==> config.mk <==
export PLATFORM = sky130hd
export DESIGN_NAME = pong_game_ctrl
export DESIGN_NICKNAME = d
export VERILOG_FILES = /design/src/rtl/pong_pkg.sv /design/src/rtl/input_sync.sv /design/src/rtl/pong_game_ctrl.sv
export SDC_FILE = /design/constraint.sdc
export NUM_CORES = 1
export LEC_CHECK = 0
export BUFFER_PORTS_ARGS = -buffer_cell sky130_fd_sc_hd__buf_2
export CORE_MARGIN = 2
export CORE_UTILIZATION = 55
export CTS_CLUSTER_DIAMETER = 40
export DETAILED_ROUTE_END_ITERATION = 16
export GPL_TIMING_DRIVEN = 0
export HOLD_SLACK_MARGIN = 0.02
export PLACE_DENSITY = 0.72
export REMOVE_ABC_BUFFERS = 1
export SYNTH_ARGS = -nofsm -noshare
export SYNTH_HDL_FRONTEND = slang
export SYNTH_SLANG_ARGS = --single-unit
==> constraint.sdc <==
create_clock -name board_clk -period 5.8 [get_ports board_clk]
set_input_delay 0.58 -clock board_clk [delete_from_list [all_inputs] [get_ports board_clk]]
set_output_delay 0.58 -clock board_clk [all_outputs]
set_load 0.005 [all_outputs]
==> src/rtl/pong_pkg.sv <==
// Shared Pong definitions: game state encoding, default playfield geometry
// and the serve/reset coordinates derived from it. Imported by the game
// controller and by the renderer top so both agree on sizes and encodings.
package pong_pkg;

    typedef enum logic [1:0] {
        QI      = 2'b00,   // idle, waiting for start
        QGAME_1 = 2'b01,   // serve countdown
        QGAME_2 = 2'b10,   // rally in progress
        QDONE   = 2'b11    // a player has won
    } pong_state_t;

    localparam int unsigned DEF_SCREEN_W     = 640;
    localparam int unsigned DEF_SCREEN_H     = 480;
    localparam int unsigned DEF_PADDLE_H     = 80;
    localparam int unsigned DEF_PADDLE_W     = 10;
    localparam int unsigned DEF_BALL_SZ      = 8;
    localparam int unsigned DEF_P1_X         = 20;
    localparam int unsigned DEF_P2_X         = 610;
    localparam int unsigned DEF_STEP         = 4;
    localparam int unsigned DEF_SPEED        = 2;
    localparam int unsigned DEF_SERVE_FRAMES = 60;
    localparam int unsigned DEF_WIN_SCORE    = 10;

    // Ball serve position (centre of screen) and paddle rest row.
    localparam int unsigned DEF_SERVE_X  = (DEF_SCREEN_W - DEF_BALL_SZ) / 2;   // 316
    localparam int unsigned DEF_SERVE_Y  = (DEF_SCREEN_H - DEF_BALL_SZ) / 2;   // 236
    localparam int unsigned DEF_PADDLE_Y0 = (DEF_SCREEN_H - DEF_PADDLE_H) / 2; // 200

    // Width of the synchronized input bundle {start, p1_up, p1_dn, p2_up, p2_dn}.
    localparam int unsigned SYNC_W = 5;

endpackage

==> src/rtl/input_sync.sv <==
// Parameterized-width two-flop synchronizer for asynchronous level inputs.
// Ports:
//   board_clk  in          destination clock
//   reset      in          asynchronous active-high reset (clears both stages)
//   async_in   in  WIDTH   asynchronous inputs
//   sync_out   out WIDTH   inputs retimed to board_clk, two cycles of latency
module input_sync #(
    parameter int unsigned WIDTH = 1
) (
    input  logic             board_clk,
    input  logic             reset,
    input  logic [WIDTH-1:0] async_in,
    output logic [WIDTH-1:0] sync_out
);

    logic [WIDTH-1:0] meta_q;
    logic [WIDTH-1:0] sync_q;

    always_ff @(posedge board_clk or posedge reset) begin
        if (reset) begin
            meta_q <= '0;
            sync_q <= '0;
        end else begin
            meta_q <= async_in;
            sync_q <= meta_q;
        end
    end

    assign sync_out = sync_q;

endmodule

==> src/rtl/pong_game_ctrl.sv <==
// Pong game controller: paddle motion, ball physics, scoring and the game
// state machine. All motion advances once per frame_tick.
// Ports:
//   board_clk, reset           clock; asynchronous active-high reset
//   frame_tick                 one-cycle pulse per video frame
//   start                      game-enable switch (asynchronous level)
//   p1_up/p1_dn/p2_up/p2_dn    paddle buttons (asynchronous levels)
//   p1_y, p2_y                 paddle top-edge rows
//   ball_x, ball_y             ball top-left pixel
//   p1_score, p2_score         scores, 0..WIN_SCORE
//   state                      00 idle, 01 serve, 10 rally, 11 done
//   game_over                  high while in the done state
module pong_game_ctrl
    import pong_pkg::*;
#(
    parameter int unsigned SCREEN_W     = DEF_SCREEN_W,
    parameter int unsigned SCREEN_H     = DEF_SCREEN_H,
    parameter int unsigned PADDLE_H     = DEF_PADDLE_H,
    parameter int unsigned PADDLE_W     = DEF_PADDLE_W,
    parameter int unsigned BALL_SZ      = DEF_BALL_SZ,
    parameter int unsigned P1_X         = DEF_P1_X,
    parameter int unsigned P2_X         = DEF_P2_X,
    parameter int unsigned STEP         = DEF_STEP,
    parameter int unsigned SPEED        = DEF_SPEED,
    parameter int unsigned SERVE_FRAMES = DEF_SERVE_FRAMES,
    parameter int unsigned WIN_SCORE    = DEF_WIN_SCORE
) (
    input  logic       board_clk,
    input  logic       reset,
    input  logic       frame_tick,
    input  logic       start,
    input  logic       p1_up,
    input  logic       p1_dn,
    input  logic       p2_up,
    input  logic       p2_dn,
    output logic [8:0] p1_y,
    output logic [8:0] p2_y,
    output logic [9:0] ball_x,
    output logic [8:0] ball_y,
    output logic [3:0] p1_score,
    output logic [3:0] p2_score,
    output logic [1:0] state,
    output logic       game_over
);

    localparam int unsigned CNT_W = (SERVE_FRAMES > 1) ? $clog2(SERVE_FRAMES) : 1;

    // Paddle geometry (9-bit row domain)
    localparam logic [8:0] PAD_Y0   = 9'((SCREEN_H - PADDLE_H) / 2);
    localparam logic [8:0] PAD_MAX  = 9'(SCREEN_H - PADDLE_H);
    localparam logic [8:0] PAD_STEP = 9'(STEP);

    // Horizontal ball math is done one bit wider than ball_x so sums never wrap.
    localparam logic [10:0] X_SERVE  = 11'((SCREEN_W - BALL_SZ) / 2);
    localparam logic [10:0] X_SPD    = 11'(SPEED);
    localparam logic [10:0] X_HIT1   = 11'(P1_X + PADDLE_W);   // P1 paddle face
    localparam logic [10:0] X_HIT2   = 11'(P2_X - BALL_SZ);    // P2 paddle face
    localparam logic [10:0] X_MISS_R = 11'(SCREEN_W - PADDLE_W);

    // Vertical ball math, likewise one bit wider than ball_y.
    localparam logic [9:0] Y_SERVE = 10'((SCREEN_H - BALL_SZ) / 2);
    localparam logic [9:0] Y_SPD   = 10'(SPEED);
    localparam logic [9:0] Y_BOT   = 10'(SCREEN_H - BALL_SZ);
    localparam logic [9:0] Y_BSZ   = 10'(BALL_SZ);
    localparam logic [9:0] Y_PH    = 10'(PADDLE_H);

    localparam logic [CNT_W-1:0] SERVE_LAST = CNT_W'(SERVE_FRAMES - 1);
    localparam logic [CNT_W-1:0] CNT_ONE    = CNT_W'(1);
    localparam logic [3:0]       WIN        = 4'(WIN_SCORE);

    // ---------------------------------------------------------------
    // Input synchronization
    // ---------------------------------------------------------------
    logic [SYNC_W-1:0] sync_raw;
    logic [SYNC_W-1:0] sync_q;
    logic start_s, p1_up_s, p1_dn_s, p2_up_s, p2_dn_s;

    assign sync_raw = {start, p1_up, p1_dn, p2_up, p2_dn};

    input_sync #(.WIDTH(SYNC_W)) u_input_sync (
        .board_clk (board_clk),
        .reset     (reset),
        .async_in  (sync_raw),
        .sync_out  (sync_q)
    );

    assign {start_s, p1_up_s, p1_dn_s, p2_up_s, p2_dn_s} = sync_q;

    // ---------------------------------------------------------------
    // State
    // ---------------------------------------------------------------
    pong_state_t      state_q, state_d;
    logic [8:0]       p1_y_q, p1_y_d, p2_y_q, p2_y_d;
    logic [9:0]       ball_x_q, ball_x_d;
    logic [8:0]       ball_y_q, ball_y_d;
    logic             dx_neg_q, dx_neg_d;   // 1: ball moving left
    logic             dy_neg_q, dy_neg_d;   // 1: ball moving up
    logic [3:0]       s1_q, s1_d, s2_q, s2_d;
    logic [CNT_W-1:0] cnt_q, cnt_d;
    logic             game_over_q;

    function automatic logic [8:0] paddle_step(input logic [8:0] y,
                                               input logic up,
                                               input logic dn);
        if (up && !dn)
            return (y < PAD_STEP) ? '0 : y - PAD_STEP;
        if (dn && !up)
            return (y > PAD_MAX - PAD_STEP) ? PAD_MAX : y + PAD_STEP;
        return y;
    endfunction

    // ---------------------------------------------------------------
    // Collision detection, all against pre-update positions
    // ---------------------------------------------------------------
    logic [10:0] bx;
    logic [9:0]  by, p1e, p2e;
    logic        ov1, ov2, miss_l, miss_r, hit1, hit2, wall_top, wall_bot;
    logic [3:0]  s1_inc, s2_inc;

    assign bx  = {1'b0, ball_x_q};
    assign by  = {1'b0, ball_y_q};
    assign p1e = {1'b0, p1_y_q};
    assign p2e = {1'b0, p2_y_q};

    assign ov1 = (by + Y_BSZ > p1e) && (by < p1e + Y_PH);
    assign ov2 = (by + Y_BSZ > p2e) && (by < p2e + Y_PH);

    assign miss_l   =  dx_neg_q && (bx <= X_SPD);
    assign miss_r   = !dx_neg_q && (bx >= X_MISS_R);
    assign hit1     =  dx_neg_q && (bx >= X_HIT1) && (bx <= X_HIT1 + X_SPD) && ov1;
    assign hit2     = !dx_neg_q && (bx <= X_HIT2) && (bx + X_SPD >= X_HIT2) && ov2;
    assign wall_top =  dy_neg_q && (by < Y_SPD);
    assign wall_bot = !dy_neg_q && (by + Y_SPD > Y_BOT);

    assign s1_inc = (s1_q < WIN) ? s1_q + 4'd1 : s1_q;
    assign s2_inc = (s2_q < WIN) ? s2_q + 4'd1 : s2_q;

    logic [10:0] nx;
    logic [9:0]  ny;

    // ---------------------------------------------------------------
    // Next-state logic
    // ---------------------------------------------------------------
    always_comb begin
        state_d  = state_q;
        p1_y_d   = p1_y_q;
        p2_y_d   = p2_y_q;
        ball_x_d = ball_x_q;
        ball_y_d = ball_y_q;
        dx_neg_d = dx_neg_q;
        dy_neg_d = dy_neg_q;
        s1_d     = s1_q;
        s2_d     = s2_q;
        cnt_d    = cnt_q;
        nx       = bx;
        ny       = by;

        if (state_q != QI && !start_s) begin
            // Switch dropped: abandon the game and restore power-up values.
            state_d  = QI;
            p1_y_d   = PAD_Y0;
            p2_y_d   = PAD_Y0;
            ball_x_d = X_SERVE[9:0];
            ball_y_d = Y_SERVE[8:0];
            dx_neg_d = 1'b0;
            dy_neg_d = 1'b0;
            s1_d     = '0;
            s2_d     = '0;
            cnt_d    = '0;
        end else begin
            unique case (state_q)
                QI: begin
                    if (start_s) begin
                        state_d = QGAME_1;
                        s1_d    = '0;
                        s2_d    = '0;
                        cnt_d   = '0;
                    end
                end

                QGAME_1: begin
                    if (frame_tick) begin
                        p1_y_d = paddle_step(p1_y_q, p1_up_s, p1_dn_s);
                        p2_y_d = paddle_step(p2_y_q, p2_up_s, p2_dn_s);
                        if (cnt_q == SERVE_LAST) begin
                            state_d = QGAME_2;
                            cnt_d   = '0;
                        end else begin
                            cnt_d = cnt_q + CNT_ONE;
                        end
                    end
                end

                QGAME_2: begin
                    if (frame_tick) begin
                        p1_y_d = paddle_step(p1_y_q, p1_up_s, p1_dn_s);
                        p2_y_d = paddle_step(p2_y_q, p2_up_s, p2_dn_s);
                        if (miss_l || miss_r) begin
                            // Miss overrides any bounce this frame; serve goes
                            // back toward the player who missed.
                            if (miss_l) begin
                                s2_d    = s2_inc;
                                state_d = (s2_inc == WIN) ? QDONE : QGAME_1;
                            end else begin
                                s1_d    = s1_inc;
                                state_d = (s1_inc == WIN) ? QDONE : QGAME_1;
                            end
                            ball_x_d = X_SERVE[9:0];
                            ball_y_d = Y_SERVE[8:0];
                            dx_neg_d = miss_l;
                            cnt_d    = '0;
                        end else begin
                            if (hit1) begin
                                nx       = X_HIT1;
                                dx_neg_d = 1'b0;
                            end else if (hit2) begin
                                nx       = X_HIT2;
                                dx_neg_d = 1'b1;
                            end else begin
                                nx = dx_neg_q ? bx - X_SPD : bx + X_SPD;
                            end

                            if (wall_top) begin
                                ny       = '0;
                                dy_neg_d = 1'b0;
                            end else if (wall_bot) begin
                                ny       = Y_BOT;
                                dy_neg_d = 1'b1;
                            end else begin
                                ny = dy_neg_q ? by - Y_SPD : by + Y_SPD;
                            end

                            ball_x_d = nx[9:0];
                            ball_y_d = ny[8:0];
                        end
                    end
                end

                QDONE: begin
                    // Everything frozen until start is released.
                end
            endcase
        end
    end

    // ---------------------------------------------------------------
    // Registers
    // ---------------------------------------------------------------
    always_ff @(posedge board_clk or posedge reset) begin
        if (reset) begin
            state_q     <= QI;
            p1_y_q      <= PAD_Y0;
            p2_y_q      <= PAD_Y0;
            ball_x_q    <= X_SERVE[9:0];
            ball_y_q    <= Y_SERVE[8:0];
            dx_neg_q    <= 1'b0;
            dy_neg_q    <= 1'b0;
            s1_q        <= '0;
            s2_q        <= '0;
            cnt_q       <= '0;
            game_over_q <= 1'b0;
        end else begin
            state_q     <= state_d;
            p1_y_q      <= p1_y_d;
            p2_y_q      <= p2_y_d;
            ball_x_q    <= ball_x_d;
            ball_y_q    <= ball_y_d;
            dx_neg_q    <= dx_neg_d;
            dy_neg_q    <= dy_neg_d;
            s1_q        <= s1_d;
            s2_q        <= s2_d;
            cnt_q       <= cnt_d;
            game_over_q <= (state_d == QDONE);
        end
    end

    assign p1_y      = p1_y_q;
    assign p2_y      = p2_y_q;
    assign ball_x    = ball_x_q;
    assign ball_y    = ball_y_q;
    assign p1_score  = s1_q;
    assign p2_score  = s2_q;
    assign state     = state_q;
    assign game_over = game_over_q;

endmodule

==> key figures <==
STA
  – Final Hold Fails: 0
  – Setup-failing EPs final: 0
  – Relative slew margins: 0.179
  – Post-layout minimum cycle time: 3.81 ns
  – Unrepaired setup endpoints after global routing: no
  – Final Skew: 0.00506 ns
  – F_max: 263 MHz
  – Worst hold margin: 0.265 ns
  – Sum Neg Setup Slack: 0 ns
  – Slew @ Worst Pin: about 1.2 ns
  – Fin crit share: 0.656
  – Slew Limit Fails: 0

Placed design
  – Dpl cell area: 5640 µm²
  – GP Congestion: 0.938
  – Post-DP HPWL: 10100 µm
  – I/O Buffers: 53

Layout
  – Nets: 752
  – Share of cells above drive strength 1: 0.141
  – N_diodes: 0
  – Design Area, Final: just under 6000 µm²
  – Final core utilization: 0.607
  – Syn-to-layout area delta: 8.81%

Routing
  – Met1 WL: about 6300 µm
  – Highest routed layer: met4
  – WL final: 13800 µm
  – Starting DRT DRC Count: 427
  – DRC errors left: 0
  – WL met3: a little under 700 µm
  – WL/cell: 16.6 µm
  – Via count: 5245
  – DRT Pass-1 Iters: 5
  – Vias per Instance: around 6.3
  – DRT antenna net count: 0
  – Met2 WL post-DR: 6670 µm

Critical path
  – CP Max Fanout: 12
  – Worst path arrival time: 4.02 ns
  – Critical path required time: 6.02 ns
  – CP Launch Type: register
  – Flop2flop setup slack: 1.99 ns
  – Worst Setup Path Type: reg2reg
  – CP max-delay cell: a221oi_1
  – CP Cell Sequence: ha_1, o21ai_0, xnor2_1, ha_1, a211o_1, a2111oi_0, o21ai_1, a221oi_1, nor2_1, a211oi_1, a311oi_1
  – Worst setup EP type: register
  – Cell count of the worst reg-to-reg path: 11
  – Largest stage delay on the critical path: 0.81 ns
  – Most used cell, CP: ha_1

Die
  – Initial Util: 0.558
  – Area of the die: 10500 µm²
  – Core Region: 9590 µm²
  – Rows: 36
  – Ports: 56
  – Die H: 103 µm
  – Die W: 103 µm

Pwr
  – Power Density: 331 nW/µm²
  – Max VDD drop: 182 µV
  – Cell leakage power: 2.54 nW

CTS
  – Total clock sinks: 64
  – Post-CTS Resized: 0
  – CTS root buf: clkbuf_8
  – Postcts setup bufs: 0
  – H-tree levels: 3
  – CTS Buf Count: 9
  – Clk slew on worst S/H paths: 0.08 ns
  – Longest Clk Path Bufs: 2
  – Clk_lat worst skew: 0.35 ns
  – CTS tree: built
  – # hold bufs at CTS: 0

Global routing
  – Grt total ovfl: 0
  – Vias in the first global route: between 4000 and 5000
  – Initial antenna violation count: 0
  – Pin count of the biggest net entering global routing: 42
  – First-pass GRT wire length: 23000 µm
  – Total GRT Usage: 0.273

Synth
  – Post-synthesis async set-or-reset flop share: 1.00
  – Syn. warnings: 0
  – Post-synth EDFFs: 0
  – Synth area leader: dfrtp_1
  – Sequential area share after synthesis: 0.303
  – Mapped Cells: approximately 670
  – Synth top area cells: dfrtp_1 (22%), ha_1 (11%), dfstp_2 (7.9%)
  – Post-synth top cells: nand2_1 (72), nor2_1 (53), dfrtp_1 (48)
  – Synth cell types: 75
  – Top cell type's share of synthesized area: 0.224
  – Flop and latch count out of synthesis: 64
  – Most numerous cell in the Yosys netlist: nand2_1
  – Syn Area/Cell: 8.01 µm²
  – Post-Syn Area: 5350 µm²
  – Dominant synthesized flop cell: dfrtp_1

Min path
  – Hold WC Path Type: in2async

Flow run
  – Maxcap violations: 0

Status
  – Outcome: completed
## stage by stage
stage / worst slack, ns / cells / power, W
after floorplan: 2.79 / 632 / 0.00129
after global placement: 2.10 / 818 / 0.00152
after detailed placement: 2.07 / 819 / 0.00156
after CTS: 2.02 / 835 / 0.00193
after global routing: 1.64 / 835 / 0.00209
final: 1.99 / 835 / 0.00193
## path summary, 6_finish.rpt
check,from,endpoint
max in group asynchronous,reset,ball_y[5]$_DFFE_PP1P_
min in group board_clk,p1_dn,u_input_sync.meta_q[2]$_DFF_PP0_
max,p1_y[4]$_DFFE_PP0P_,dx_neg_q$_DFFE_PP0P_
min reg2reg,u_input_sync.meta_q[2]$_DFF_PP0_,u_input_sync.sync_out[2]$_DFF_PP0_
max reg2reg,p1_y[4]$_DFFE_PP0P_,dx_neg_q$_DFFE_PP0P_
min,reset,u_input_sync.meta_q[0]$_DFF_PP0_
## logic make-up after synthesis
group | share of synthesized area
mux | 0.00210
xor+xnor | 0.0278
fa+ha+maj | 0.110
simple gates | 0.237
buf+inv | 0.0570
other cells | 0.000700
compound gates | 0.263
flops | 0.303
## cell type report
type | instances | area, µm²
clock buffers | 10 | 138
well taps | 133 | 166
fillers | 902 | 3770
clock inverters | 6 | 45.0
multi-input cells | 532 | 3430
flip-flops and latches | 64 | 1620
inverters | 36 | 135
repair buffers | 54 | 285
## worst max-delay path, delay by kind of cell, from the launching register on
kind | cells | cell delay (ns)
flops | 1 | 0.54
fa+ha+maj | 2 | 0.52
xor+xnor | 1 | 0.11
compound gates | 7 | 2.24
simple gates | 1 | 0.27
## where the power goes
group          total, W  internal [W]  switching (W)
logic          0.000845      0.000383       0.000462
registers      0.000723      0.000528       0.000195
clock network  0.000358      0.000167       0.000191
total           0.00193       0.00108       0.000848
## layer usage
layer / global-route usage / up-vias
li1: - / 2528
met1: 0.360 / 2536
met2: 0.460 / 163
met3: 0.0529 / 18
met4: 0.0749 / 0
met5: 0 / -
## state kept, by name (all words and copies together), names as in the netlist
signal / flops
u_input_sync.meta_q: 5
p1_score: 4
u_input_sync.sync_out: 5
ball_y: 8
state: 2
cnt_q: 6
dy_neg_q: 1
p2_y: 9
dx_neg_q: 1
ball_x: 9
p1_y: 9
game_over: 1
p2_score: 4
## placed cells by master, fill, tap and decap left out, types with 4 or more instances in the layout
cell      Yosys  routed
a211o_1       4       4
a211oi_1      7       7
a21o_1        8       8
a21oi_1      47      46
a22o_1        4       4
a22oi_1       7       7
a311oi_1      5       5
a31oi_1      12      12
and2_1        5       5
and3_1        9       9
buf_2         4      53
clkbuf_8      0      10
dfrtp_1      48      48
dfstp_2      16      16
ha_1         47      47
inv_1        30      29
inv_2         5       6
nand2_1      72      72
nand2b_1     11      11
nand3_1      23      23
nand4_1      11      11
nor2_1       53      53
nor2b_1       9       9
nor3_1       16      16
o211ai_1      8       8
o21a_1        8       8
o21ai_0      26      26
o21ai_1      25      25
o21bai_1      5       5
o22a_1        4       4
o22ai_1       8       8
o31ai_1       9       9
or2_1         4       4
or3_1        10      10
or4_1         7       7
xnor2_1      10      10
xor2_1        7       7
No activity file was read; power rests on OpenSTA's default activity.
